<file path="src/rtl/lsu_dmem_port_if.sv">
`default_nettype none
// ============================================================================
// Module     : lsu_dmem_port_if
// Description: Signal bundle between the LSU memory stage and the data-memory
//              bus. It carries the LSU request/response side and the
//              req/ack bus side.
//   LSU side : mem_ren, mem_raddr, mem_rvalid, mem_rdata,
//              mem_wen, mem_waddr, mem_wdata, mem_busy
//   Bus side : bus_req, bus_we, bus_addr, bus_wdata, bus_ack, bus_rdata
//   Modports : slave  - the lsu_dmem_port block
//              master - the environment (LSU plus memory)
// Revision   : 1.0 - initial release
// ============================================================================
interface lsu_dmem_port_if #(
    parameter int ADDR_BITS = 64
);
    logic                 mem_ren;
    logic [ADDR_BITS-1:0] mem_raddr;
    logic                 mem_rvalid;
    logic [63:0]          mem_rdata;
    logic                 mem_wen;
    logic [ADDR_BITS-1:0] mem_waddr;
    logic [63:0]          mem_wdata;
    logic                 mem_busy;
    logic                 bus_req;
    logic                 bus_we;
    logic [ADDR_BITS-1:0] bus_addr;
    logic [63:0]          bus_wdata;
    logic                 bus_ack;
    logic [63:0]          bus_rdata;

    modport slave (
        input  mem_ren, mem_raddr, mem_wen, mem_waddr, mem_wdata,
               bus_ack, bus_rdata,
        output mem_rvalid, mem_rdata, mem_busy,
               bus_req, bus_we, bus_addr, bus_wdata
    );

    modport master (
        output mem_ren, mem_raddr, mem_wen, mem_waddr, mem_wdata,
               bus_ack, bus_rdata,
        input  mem_rvalid, mem_rdata, mem_busy,
               bus_req, bus_we, bus_addr, bus_wdata
    );
endinterface
`default_nettype wire

</file>
<file path="src/rtl/lsu_dmem_port.sv">
`default_nettype none
// ============================================================================
// Module     : lsu_dmem_port
// Description: Memory-side stage behind the LSU. Stores are posted into a
//              WB_DEPTH-entry FIFO write buffer, and loads that hit a buffered
//              (or same-cycle) store are forwarded in one cycle. Load misses
//              and store drains are serialised onto one req/ack memory bus,
//              with loads taking priority. mem_busy provides back-pressure.
// Ports      : clk - clock
//              rst - asynchronous active-high reset
//              io  - lsu_dmem_port_if.slave (LSU and bus signals)
// Revision   : 1.0 - initial release
// ============================================================================
module lsu_dmem_port #(
    parameter int WB_DEPTH  = 4,
    parameter int ADDR_BITS = 64
) (
    input  wire             clk,
    input  wire             rst,
    lsu_dmem_port_if.slave  io
);
    localparam int PTR_W = $clog2(WB_DEPTH);
    localparam int CNT_W = PTR_W + 1;
    localparam logic [CNT_W-1:0] FULL_CNT = CNT_W'(WB_DEPTH);

    typedef enum logic [1:0] {
        S_IDLE = 2'd0,
        S_RD   = 2'd1,
        S_WR   = 2'd2
    } state_t;

    // Write buffer storage (data path only, validity is tracked by count_q)
    logic [ADDR_BITS-1:0] wb_addr_q [WB_DEPTH];
    logic [63:0]          wb_data_q [WB_DEPTH];
    logic [PTR_W-1:0]     head_q, tail_q;
    logic [CNT_W-1:0]     count_q;

    logic                 rd_pending_q;
    logic [ADDR_BITS-1:0] rd_addr_q;
    logic                 rvalid_q;
    logic [63:0]          rdata_q;

    state_t               state_q, state_d;
    logic                 bus_req_q, bus_req_d;
    logic                 bus_we_q, bus_we_d;
    logic [ADDR_BITS-1:0] bus_addr_q, bus_addr_d;
    logic [63:0]          bus_wdata_q, bus_wdata_d;

    logic                 wb_full;
    logic                 push;
    logic                 pop;
    logic                 ren_ok;
    logic                 rd_done;
    logic                 fwd_hit;
    logic [63:0]          fwd_data;

    assign wb_full = (count_q == FULL_CNT);
    assign push    = io.mem_wen & ~wb_full;
    assign ren_ok  = io.mem_ren & ~rd_pending_q;

    // Store-to-load forwarding. Entries are scanned oldest to youngest so the
    // last match wins; a same-cycle store is younger than every entry.
    always_comb begin
        fwd_hit  = 1'b0;
        fwd_data = '0;
        for (int i = 0; i < WB_DEPTH; i++) begin
            if ((CNT_W'(i) < count_q) &&
                (wb_addr_q[head_q + PTR_W'(i)] == io.mem_raddr)) begin
                fwd_hit  = 1'b1;
                fwd_data = wb_data_q[head_q + PTR_W'(i)];
            end
        end
        if (push && (io.mem_waddr == io.mem_raddr)) begin
            fwd_hit  = 1'b1;
            fwd_data = io.mem_wdata;
        end
    end

    // Bus FSM: next state and registered bus outputs. Bus fields are loaded
    // on leaving IDLE and held until ack; returning to IDLE guarantees a
    // low cycle on bus_req between transactions.
    always_comb begin
        state_d     = state_q;
        bus_req_d   = bus_req_q;
        bus_we_d    = bus_we_q;
        bus_addr_d  = bus_addr_q;
        bus_wdata_d = bus_wdata_q;
        pop         = 1'b0;
        rd_done     = 1'b0;
        case (state_q)
            S_IDLE: begin
                if (rd_pending_q) begin
                    state_d     = S_RD;
                    bus_req_d   = 1'b1;
                    bus_we_d    = 1'b0;
                    bus_addr_d  = rd_addr_q;
                    bus_wdata_d = '0;
                end else if (count_q != '0) begin
                    state_d     = S_WR;
                    bus_req_d   = 1'b1;
                    bus_we_d    = 1'b1;
                    bus_addr_d  = wb_addr_q[head_q];
                    bus_wdata_d = wb_data_q[head_q];
                end
            end
            S_RD: begin
                if (io.bus_ack) begin
                    state_d   = S_IDLE;
                    bus_req_d = 1'b0;
                    bus_we_d  = 1'b0;
                    rd_done   = 1'b1;
                end
            end
            S_WR: begin
                if (io.bus_ack) begin
                    state_d   = S_IDLE;
                    bus_req_d = 1'b0;
                    bus_we_d  = 1'b0;
                    pop       = 1'b1;
                end
            end
            default: begin
                state_d   = S_IDLE;
                bus_req_d = 1'b0;
                bus_we_d  = 1'b0;
            end
        endcase
    end

    always_ff @(posedge clk or posedge rst) begin
        if (rst) begin
            state_q      <= S_IDLE;
            bus_req_q    <= 1'b0;
            bus_we_q     <= 1'b0;
            bus_addr_q   <= '0;
            bus_wdata_q  <= '0;
            head_q       <= '0;
            tail_q       <= '0;
            count_q      <= '0;
            rd_pending_q <= 1'b0;
            rd_addr_q    <= '0;
            rvalid_q     <= 1'b0;
            rdata_q      <= '0;
        end else begin
            state_q     <= state_d;
            bus_req_q   <= bus_req_d;
            bus_we_q    <= bus_we_d;
            bus_addr_q  <= bus_addr_d;
            bus_wdata_q <= bus_wdata_d;

            if (push) begin
                tail_q <= tail_q + 1'b1;
            end
            if (pop) begin
                head_q <= head_q + 1'b1;
            end
            case ({push, pop})
                2'b10:   count_q <= count_q + 1'b1;
                2'b01:   count_q <= count_q - 1'b1;
                default: count_q <= count_q;
            endcase

            // A miss can only complete while one is pending, and a new load
            // is only accepted when none is, so these never collide.
            rvalid_q <= 1'b0;
            if (rd_done) begin
                rvalid_q     <= 1'b1;
                rdata_q      <= io.bus_rdata;
                rd_pending_q <= 1'b0;
            end
            if (ren_ok) begin
                if (fwd_hit) begin
                    rvalid_q <= 1'b1;
                    rdata_q  <= fwd_data;
                end else begin
                    rd_pending_q <= 1'b1;
                    rd_addr_q    <= io.mem_raddr;
                end
            end
        end
    end

    always_ff @(posedge clk) begin
        if (push) begin
            wb_addr_q[tail_q] <= io.mem_waddr;
            wb_data_q[tail_q] <= io.mem_wdata;
        end
    end

    assign io.mem_rvalid = rvalid_q;
    assign io.mem_rdata  = rdata_q;
    assign io.mem_busy   = rd_pending_q | wb_full;
    assign io.bus_req    = bus_req_q;
    assign io.bus_we     = bus_we_q;
    assign io.bus_addr   = bus_addr_q;
    assign io.bus_wdata  = bus_wdata_q;

`ifndef SYNTHESIS
    always @(posedge clk) begin
        if (!rst) begin
            assert (!(io.mem_wen && wb_full))
                else $error("lsu_dmem_port: store issued while write buffer full");
            assert (!(io.mem_ren && rd_pending_q))
                else $error("lsu_dmem_port: load issued while a load is pending");
        end
    end
`endif

endmodule
`default_nettype wire
</file>
<file path="src/flat_wrapper.sv">
// flat-port wrapper written by rule: the top's interface ports become plain ports
module lsu_dmem_port_flat 
#(
    parameter int WB_DEPTH  = 4,
    parameter int ADDR_BITS = 64
)
  (clk, rst, io_mem_ren, io_mem_raddr, io_mem_wen, io_mem_waddr, io_mem_wdata, io_bus_ack, io_bus_rdata, io_mem_rvalid, io_mem_rdata, io_mem_busy, io_bus_req, io_bus_we, io_bus_addr, io_bus_wdata);
  lsu_dmem_port_if #(.ADDR_BITS(ADDR_BITS)) io_i ();
  input  wire clk;
  input  wire rst;
  input wire logic [$bits(io_i.mem_ren)-1:0] io_mem_ren;
  input wire logic [$bits(io_i.mem_raddr)-1:0] io_mem_raddr;
  input wire logic [$bits(io_i.mem_wen)-1:0] io_mem_wen;
  input wire logic [$bits(io_i.mem_waddr)-1:0] io_mem_waddr;
  input wire logic [$bits(io_i.mem_wdata)-1:0] io_mem_wdata;
  input wire logic [$bits(io_i.bus_ack)-1:0] io_bus_ack;
  input wire logic [$bits(io_i.bus_rdata)-1:0] io_bus_rdata;
  output wire logic [$bits(io_i.mem_rvalid)-1:0] io_mem_rvalid;
  output wire logic [$bits(io_i.mem_rdata)-1:0] io_mem_rdata;
  output wire logic [$bits(io_i.mem_busy)-1:0] io_mem_busy;
  output wire logic [$bits(io_i.bus_req)-1:0] io_bus_req;
  output wire logic [$bits(io_i.bus_we)-1:0] io_bus_we;
  output wire logic [$bits(io_i.bus_addr)-1:0] io_bus_addr;
  output wire logic [$bits(io_i.bus_wdata)-1:0] io_bus_wdata;
  assign io_i.mem_ren = io_mem_ren;
  assign io_i.mem_raddr = io_mem_raddr;
  assign io_i.mem_wen = io_mem_wen;
  assign io_i.mem_waddr = io_mem_waddr;
  assign io_i.mem_wdata = io_mem_wdata;
  assign io_i.bus_ack = io_bus_ack;
  assign io_i.bus_rdata = io_bus_rdata;
  assign io_mem_rvalid = io_i.mem_rvalid;
  assign io_mem_rdata = io_i.mem_rdata;
  assign io_mem_busy = io_i.mem_busy;
  assign io_bus_req = io_i.bus_req;
  assign io_bus_we = io_i.bus_we;
  assign io_bus_addr = io_i.bus_addr;
  assign io_bus_wdata = io_i.bus_wdata;
  lsu_dmem_port #(.WB_DEPTH(WB_DEPTH), .ADDR_BITS(ADDR_BITS)) u_core (.clk(clk), .rst(rst), .io(io_i));
endmodule
</file>
<file path="config.mk">
export PLATFORM = sky130hd
export DESIGN_NAME = lsu_dmem_port_flat
export DESIGN_NICKNAME = d
export VERILOG_FILES = /design/src/rtl/lsu_dmem_port_if.sv /design/src/rtl/lsu_dmem_port.sv /design/src/flat_wrapper.sv
export SDC_FILE = /design/constraint.sdc
export NUM_CORES = 2
export LEC_CHECK = 0
export ABC_AREA = 1
export CAP_MARGIN = 5
export CORE_MARGIN = 2
export CORE_UTILIZATION = 44
export DETAILED_ROUTE_END_ITERATION = 8
export PLACE_DENSITY = 0.67
export SLEW_MARGIN = 20
export SYNTH_ARGS = -nofsm -noshare
export SYNTH_HDL_FRONTEND = slang
export SYNTH_SLANG_ARGS = --single-unit
</file>
<file path="constraint.sdc">
create_clock -name clk -period 17.4 [get_ports clk]
set_clock_uncertainty 0.15 [all_clocks]
set_input_delay 1.74 -clock clk [delete_from_list [all_inputs] [get_ports clk]]
set_output_delay 1.74 -clock clk [all_outputs]
set_load 0.01 [all_outputs]
</file>
# ---- Yosys cells after proc, flatten, opt, wreduce, memory -nomap -nowiden
# Memories as Yosys holds them, arrays and structs flattened.
# Index checks and enable logic that the tools add are counted.
dict set report totals {
  ram_bits 512
  input_bits 261
  romBits 0
  n_memories 2
  register_bits 269
  latch_bits 0
  elab_cells 94
  out_inout_bits 196
}
dict set report classes {
  mul 0
  n_lt_le_gt_ge 4
  shifts 0
  reduce_logical 13
  bitwise 6
  n_addsub 6
  eq_ne 12
  n_div 0
  muxes 39
}
# name words width rd rd_clocked_by_memory_dff wr line
set memory_table {}
lappend memory_table {u_core.wb_addr_q 4 64 4 0 1 lsu_dmem_port.sv:33} ;# logic [ADDR_BITS-1:0] wb_addr_q [WB_DEPTH];
lappend memory_table {u_core.wb_data_q 4 64 4 0 1 lsu_dmem_port.sv:34} ;# logic [63:0] wb_data_q [WB_DEPTH];
# operator n
set op_table {}
lappend op_table {{64-bit 2-to-1 mux} 12}
lappend op_table {{64-bit == test} 5}
lappend op_table {{1-bit 2-to-1 mux} 20}
lappend op_table {{1-bit by 3-bit less-than comparator with 1-bit output (first input constant)} 2}
lappend op_table {{2-bit by 3-bit less-than comparator with 1-bit output (first input constant)} 2}
lappend op_table {{2-bit 2-to-1 mux} 3}
lappend op_table {{3-bit one-hot mux with 2 select lines} 1}
lappend op_table {{2-bit AND reduction} 3}
lappend op_table {{1-bit logical AND} 5}
lappend op_table {{2-bit by 1-bit adder with 2-bit output (second input constant)} 2}
lappend op_table {{2-bit adder (second input constant)} 2}
lappend op_table {{2-bit by 1-bit == test with 1-bit output (second input constant)} 2}
lappend op_table {{2-bit == test (second input constant)} 2}
lappend op_table {{1-bit one-hot mux with 2 select lines} 2}
lappend op_table {{2-bit one-hot mux with 2 select lines} 1}
lappend op_table {{2-bit nonzero test} 2}
lappend op_table {{3-bit by 1-bit adder with 3-bit output (second input constant)} 1}
lappend op_table {{3-bit == test (second input constant)} 1}
lappend op_table {{3-bit by 1-bit inequality test with 1-bit output (second input constant)} 1}
lappend op_table {{1-bit NOT} 3}
lappend op_table {{3-bit nonzero test} 1}
lappend op_table {{3-bit by 1-bit subtractor with 3-bit output (second input constant)} 1}
lappend op_table {{1-bit AND} 2}
lappend op_table {{2-bit logical NOT} 1}
lappend op_table {{other kinds (3)} 3}

# ---- Logic depth before layout (Yosys ltp)
# An unclocked memory read counts as a cell.
dict set report logic_depth {
  ltp_word 10
  depth_mapped 25
  depth_no_buf 21
}

# ---- Worst setup path before layout
# OpenSTA, ideal clock, no wires.
dict set report synth_path {
  path_kind {input-to-reg}
  startpoint {input io_mem_wen}
  endpoint {memory u_core.wb_addr_q[0][0], enable pin}
  arrival_ns 7.306
  slack_ns 9.327
  path_stages 2
  setup_ns 0.617
  n_path_buf 0
  required_time_ns 16.633
  path_cell_list {o21ai_1 > nor2_1}
}
dict set report synth_via {
  elab_chain_len 3
}
# element line
set synth_lines {}
lappend synth_lines {{start: declaration} flat_wrapper.sv:13} ;# input wire logic [$bits(io_i.mem_wen)-1:0] io_mem_wen;
lappend synth_lines {{1-bit AND} lsu_dmem_port.sv:58} ;# assign push = io.mem_wen & ~wb_full;
lappend synth_lines {{1-bit 2-to-1 mux} lsu_dmem_port.sv:184} ;# if (push) begin
lappend synth_lines {{1-bit 2-to-1 mux (not written as such)} lsu_dmem_port.sv:185} ;# wb_addr_q[tail_q] <= io.mem_waddr;
lappend synth_lines {{end: declaration} lsu_dmem_port.sv:33}
# Every way passes these cells.

# ---- Worst setup path in the final report
dict set report layout_path {
  startpoint {register u_core.head_q[0]}
  endpoint {register u_core.rdata_q[48], in the netlist u_core.io.mem_rdata[48]}
}
dict set report layout_via {
  elab_chain_len 10
  elab_cells_between_ends 25
  cone_classes {add/sub (3); eq/ne (4); mux (12); reduce/logical (4); memory (2)}
}
# element line
set layout_lines {}
lappend layout_lines {{start: declaration} lsu_dmem_port.sv:35} ;# logic [PTR_W-1:0] head_q, tail_q;
lappend layout_lines {{start signal: assignment} lsu_dmem_port.sv:155} ;# head_q <= head_q + 1'b1;
lappend layout_lines {{2-bit by 1-bit adder with 2-bit output / memory 4 x 64 bit (equally long branches)} --}
lappend layout_lines {{memory 4 x 64 bit / 64-bit == test (equally long branches)} --}
lappend layout_lines {{64-bit == test / 1-bit logical AND (equally long branches)} {lsu_dmem_port.sv:68, lsu_dmem_port.sv:67}}
lappend layout_lines {{1-bit logical AND (tied with other cells)} lsu_dmem_port.sv:67} ;# if ((CNT_W'(i) < count_q) &&
lappend layout_lines {{64-bit 2-to-1 mux / 1-bit 2-to-1 mux (equally long branches) (3 in a row)} lsu_dmem_port.sv:67}
lappend layout_lines {{64-bit 2-to-1 mux / 1-bit 2-to-1 mux (equally long branches)} lsu_dmem_port.sv:73} ;# if (push && (io.mem_waddr == io.mem_raddr)) begin
lappend layout_lines {{64-bit 2-to-1 mux (*)} lsu_dmem_port.sv:172} ;# if (fwd_hit) begin
lappend layout_lines {{64-bit 2-to-1 mux (*)} lsu_dmem_port.sv:171} ;# if (ren_ok) begin
lappend layout_lines {{end signal: assignment} lsu_dmem_port.sv:168} ;# rdata_q <= io.bus_rdata;
lappend layout_lines {{end signal: assignment} lsu_dmem_port.sv:174} ;# rdata_q <= fwd_data;
lappend layout_lines {{end: declaration} lsu_dmem_port.sv:41} ;# logic [63:0] rdata_q;
# Mark *: on every way between the ends. The rest lies on a longest branch, timed or not.
# A chain may end at the register's enable or synchronous reset.

==> flow_summary.json <==
{
  "cts_resized": 0,
  "die_h_um": 334.4,
  "ys_ff_latch": 780,
  "synth_cells": 6501,
  "ir_worst_vdd_mv": 0.1574,
  "area_growth_pct": 17.31,
  "synth_cell_types": 42,
  "fin_nets": 7013,
  "synth_nets": 6774,
  "p_per_area_nw_per_um2": 192.3,
  "drc": 0,
  "relSlewSlack": 0.2483,
  "cts_made_buffers": 89,
  "post-route-period-util": 0.4508,
  "synth_ff_type": "edfxtp_1",
  "cts_tree": "done",
  "max_freq_mhz": 127.5,
  "p_leak_nw": 25.40,
  "ant_nets": 0,
  "vias": 47928,
  "drive_above_1_share": 0.04167,
  "die_area_um2": 111800,
  "dpl.hpwl_um": 151600,
  "io_pins": 457,
  "clockRootBuffer": "clkbuf_16",
  "worstSkewPairLatency_ps": 690,
  "grtUsageTotal": 0.3653,
  "antenna_found_initial": 18,
  "synth_edf_count": 512,
  "synth-seq-area-share": 0.4598,
  "clk_path_buf_depth": 3,
  "postPlaceCellArea_um2": 53290,
  "grt_overflow_total": 0,
  "yosysWarnings": 0,
  "wl_per_cell_um": 25.36,
  "hold_buffers": 0,
  "worstPathArrival_ps": 8230,
  "min_path_type": "reg2reg",
  "htree_levels": 3,
  "die_x_um": 334.4,
  "drt-total-wl_um": 208900,
  "start_util": 0.4425,
  "ys_async_sr_fraction": 0.3436,
  "grt_pass1_wl_um": 298900,
  "path_cells": "inv_6, buf_4, nand2_1, nand2_4, buf_4, buf_4, nand2_1, nand3_1, nand2_1, nor2_1, nand2_1, nor2_1, nor2b_1, nand3_1, nor2_4, buf_4, buf_4, nor2_1, o21ai_1, nand2_1, nand2_1, nand2_1",
  "viasPerCell": 5.819,
  "synth_area_leaders": "edfxtp_1 32%, nand2_1 20%, dfrtp_1 14%",
  "finalHoldViolations": 0,
  "core-area_um2": 108600,
  "yosysMostFrequentCell": "nand2_1",
  "drt_iter0_markers": 6462,
  "max_cap_violations": 0,
  "yosysTopAreaCell": "edfxtp_1",
  "gp_congestion": 1.086,
  "fin_crit_ps": 7844,
  "fin_area_um2": 56340,
  "grt_max_degree": 210,
  "dr.pass1.iters": 6,
  "rsz0062_at_grt": "false",
  "cts_setup_buffers": 0,
  "port_buffers": 456,
  "slew_viol_final": 0,
  "setup_tns_ps": 0,
  "syn_avg_cell_area_um2": 7.388,
  "critPathCaptureType": "register",
  "crit_path_start_kind": "register",
  "worst_path_largest_cell_delay_ps": 800,
  "std_cell_rows": 121,
  "crit_slowest_cell": "dfrtp_4",
  "cp.required_ps": 17790,
  "cpMostUsedCell": "nand2_1",
  "status": "finished, final reports clean",
  "r2r_setup_slack_ps": 9560,
  "clock_sinks": 780,
  "clkTransAtPathRegs_ps": 60,
  "syn_area_um2": 48030,
  "grt_pass1_vias": 43621,
  "setup_viol": 0,
  "critical_path.max_fanout": 109,
  "yosys-top-cells-count": "2,607 x nand2_1, 606 x nor2_1, 565 x o21ai_0, 512 x edfxtp_1, 503 x nand3_1",
  "worst_pin_slew_ps": 1128,
  "path_class": "reg2reg",
  "synth_top_area_share": 0.3201
}
through the flow:
step	util	setup slack [ps]	instances	total power, W	hold slack [ps]
floorplan	-	8128	6501	0.006487	297.8
global placement	0.4910	10000	8063	0.008665	309.8
detailed placement	0.4910	9828	8063	0.008720	315.9
CTS	0.5188	9768	8229	0.01069	332.1
global route	0.5190	9219	8236	0.01145	349.8
finish	0.5190	9556	8237	0.01084	325.4
logic make-up after synthesis:
family	Yosys count	share of synthesized area
and+or+nand+nor	3916	0.3298
DFF	780	0.4598
buffers and inverters	620	0.05453
AOI/OAI and AO/OA	901	0.09834
muxes	186	0.03876
adders and majority gates	12	0.003126
xor gates and xnor gates	86	0.01568
registers in the layout (all words and copies together), names as in the netlist, 2 cells and up:
name and flops:
u_core.wb_addr_q 256, u_core.rd_addr_q 64, u_core.head_q 2, u_core.tail_q 2
u_core.io.bus_addr 64, u_core.io.bus_wdata 64, u_core.io.mem_rdata 64, u_core.wb_data_q 256
u_core.count_q 3
path summary, 6_finish.rpt:
check / from / cells after the start / endpoint
max: u_core.head_q[0] / 22 / u_core.io.mem_rdata[48]
max reg2reg: u_core.head_q[0] / 22 / u_core.io.mem_rdata[48]
max in group asynchronous: rst / 3 / u_core.rd_addr_q[8]
min in group asynchronous: rst / 2 / u_core.rd_addr_q[35]
min: u_core.rd_addr_q[58] / 2 / u_core.rd_addr_q[58]
min reg2reg: u_core.rd_addr_q[58] / 2 / u_core.rd_addr_q[58]
report_power, final:
part / total [W] / switching, W / internal, W
combinational: 0.00602 / 0.00424 / 0.00178
sequential: 0.00286 / 0.000324 / 0.00254
clock: 0.00195 / 0.000815 / 0.00114
total: 0.0108 / 0.00538 / 0.00546
cell type report:
class,instances,area [um2]
well taps,1414,1769
repair buffers,510,5007
clock buffers,133,2577
fillers,10289,52210
diodes,8,20.02
flip-flops and latches,780,22090
clock inverters,33,447.9
inverters,258,992.2
multi-input cells,5101,23440
layout by cell type, fill, tap and decap left out, drive strengths merged, types with 2 or more instances in the layout:
master	instances
clkinv	26
xor2	59
bufinv	7
nor4b	2
clkbuf	133
buf	54
o22ai	2
inv	257
dfrtp	268
xnor2	27
clkdlybuf4s50	456
nor2	607
nor3b	6
edfxtp	512
ha	12
o211ai	82
nand3	503
nand3b	5
nor4	6
a21oi	153
o21ai	662
diode	8
and3	7
or2	75
mux2i	186
nand4	66
nor3	16
nand2	2608
and2	12
critical path, delay by kind of cell, from the launching register on:
family / cells / cell delay [ps]
buffers and inverters: 6 / 4130
AND/OR/NAND/NOR: 15 / 2080
flip-flops: 1 / 800
AO/OA/AOI/OAI: 1 / 120
layer usage:
metal  part of all wire  routed length [um]  GRT usage  vias to the layer above
li1                   -                   -          -                    21972
met1               0.40               83840     0.4905                    22735
met3               0.11               22850    0.08986                      478
met5            0.00050                 105          0                        -
met4              0.060               12630     0.1933                       16
met2               0.43               89460     0.5450                     2727
Note: power is estimated with default switching activity, not from simulation.
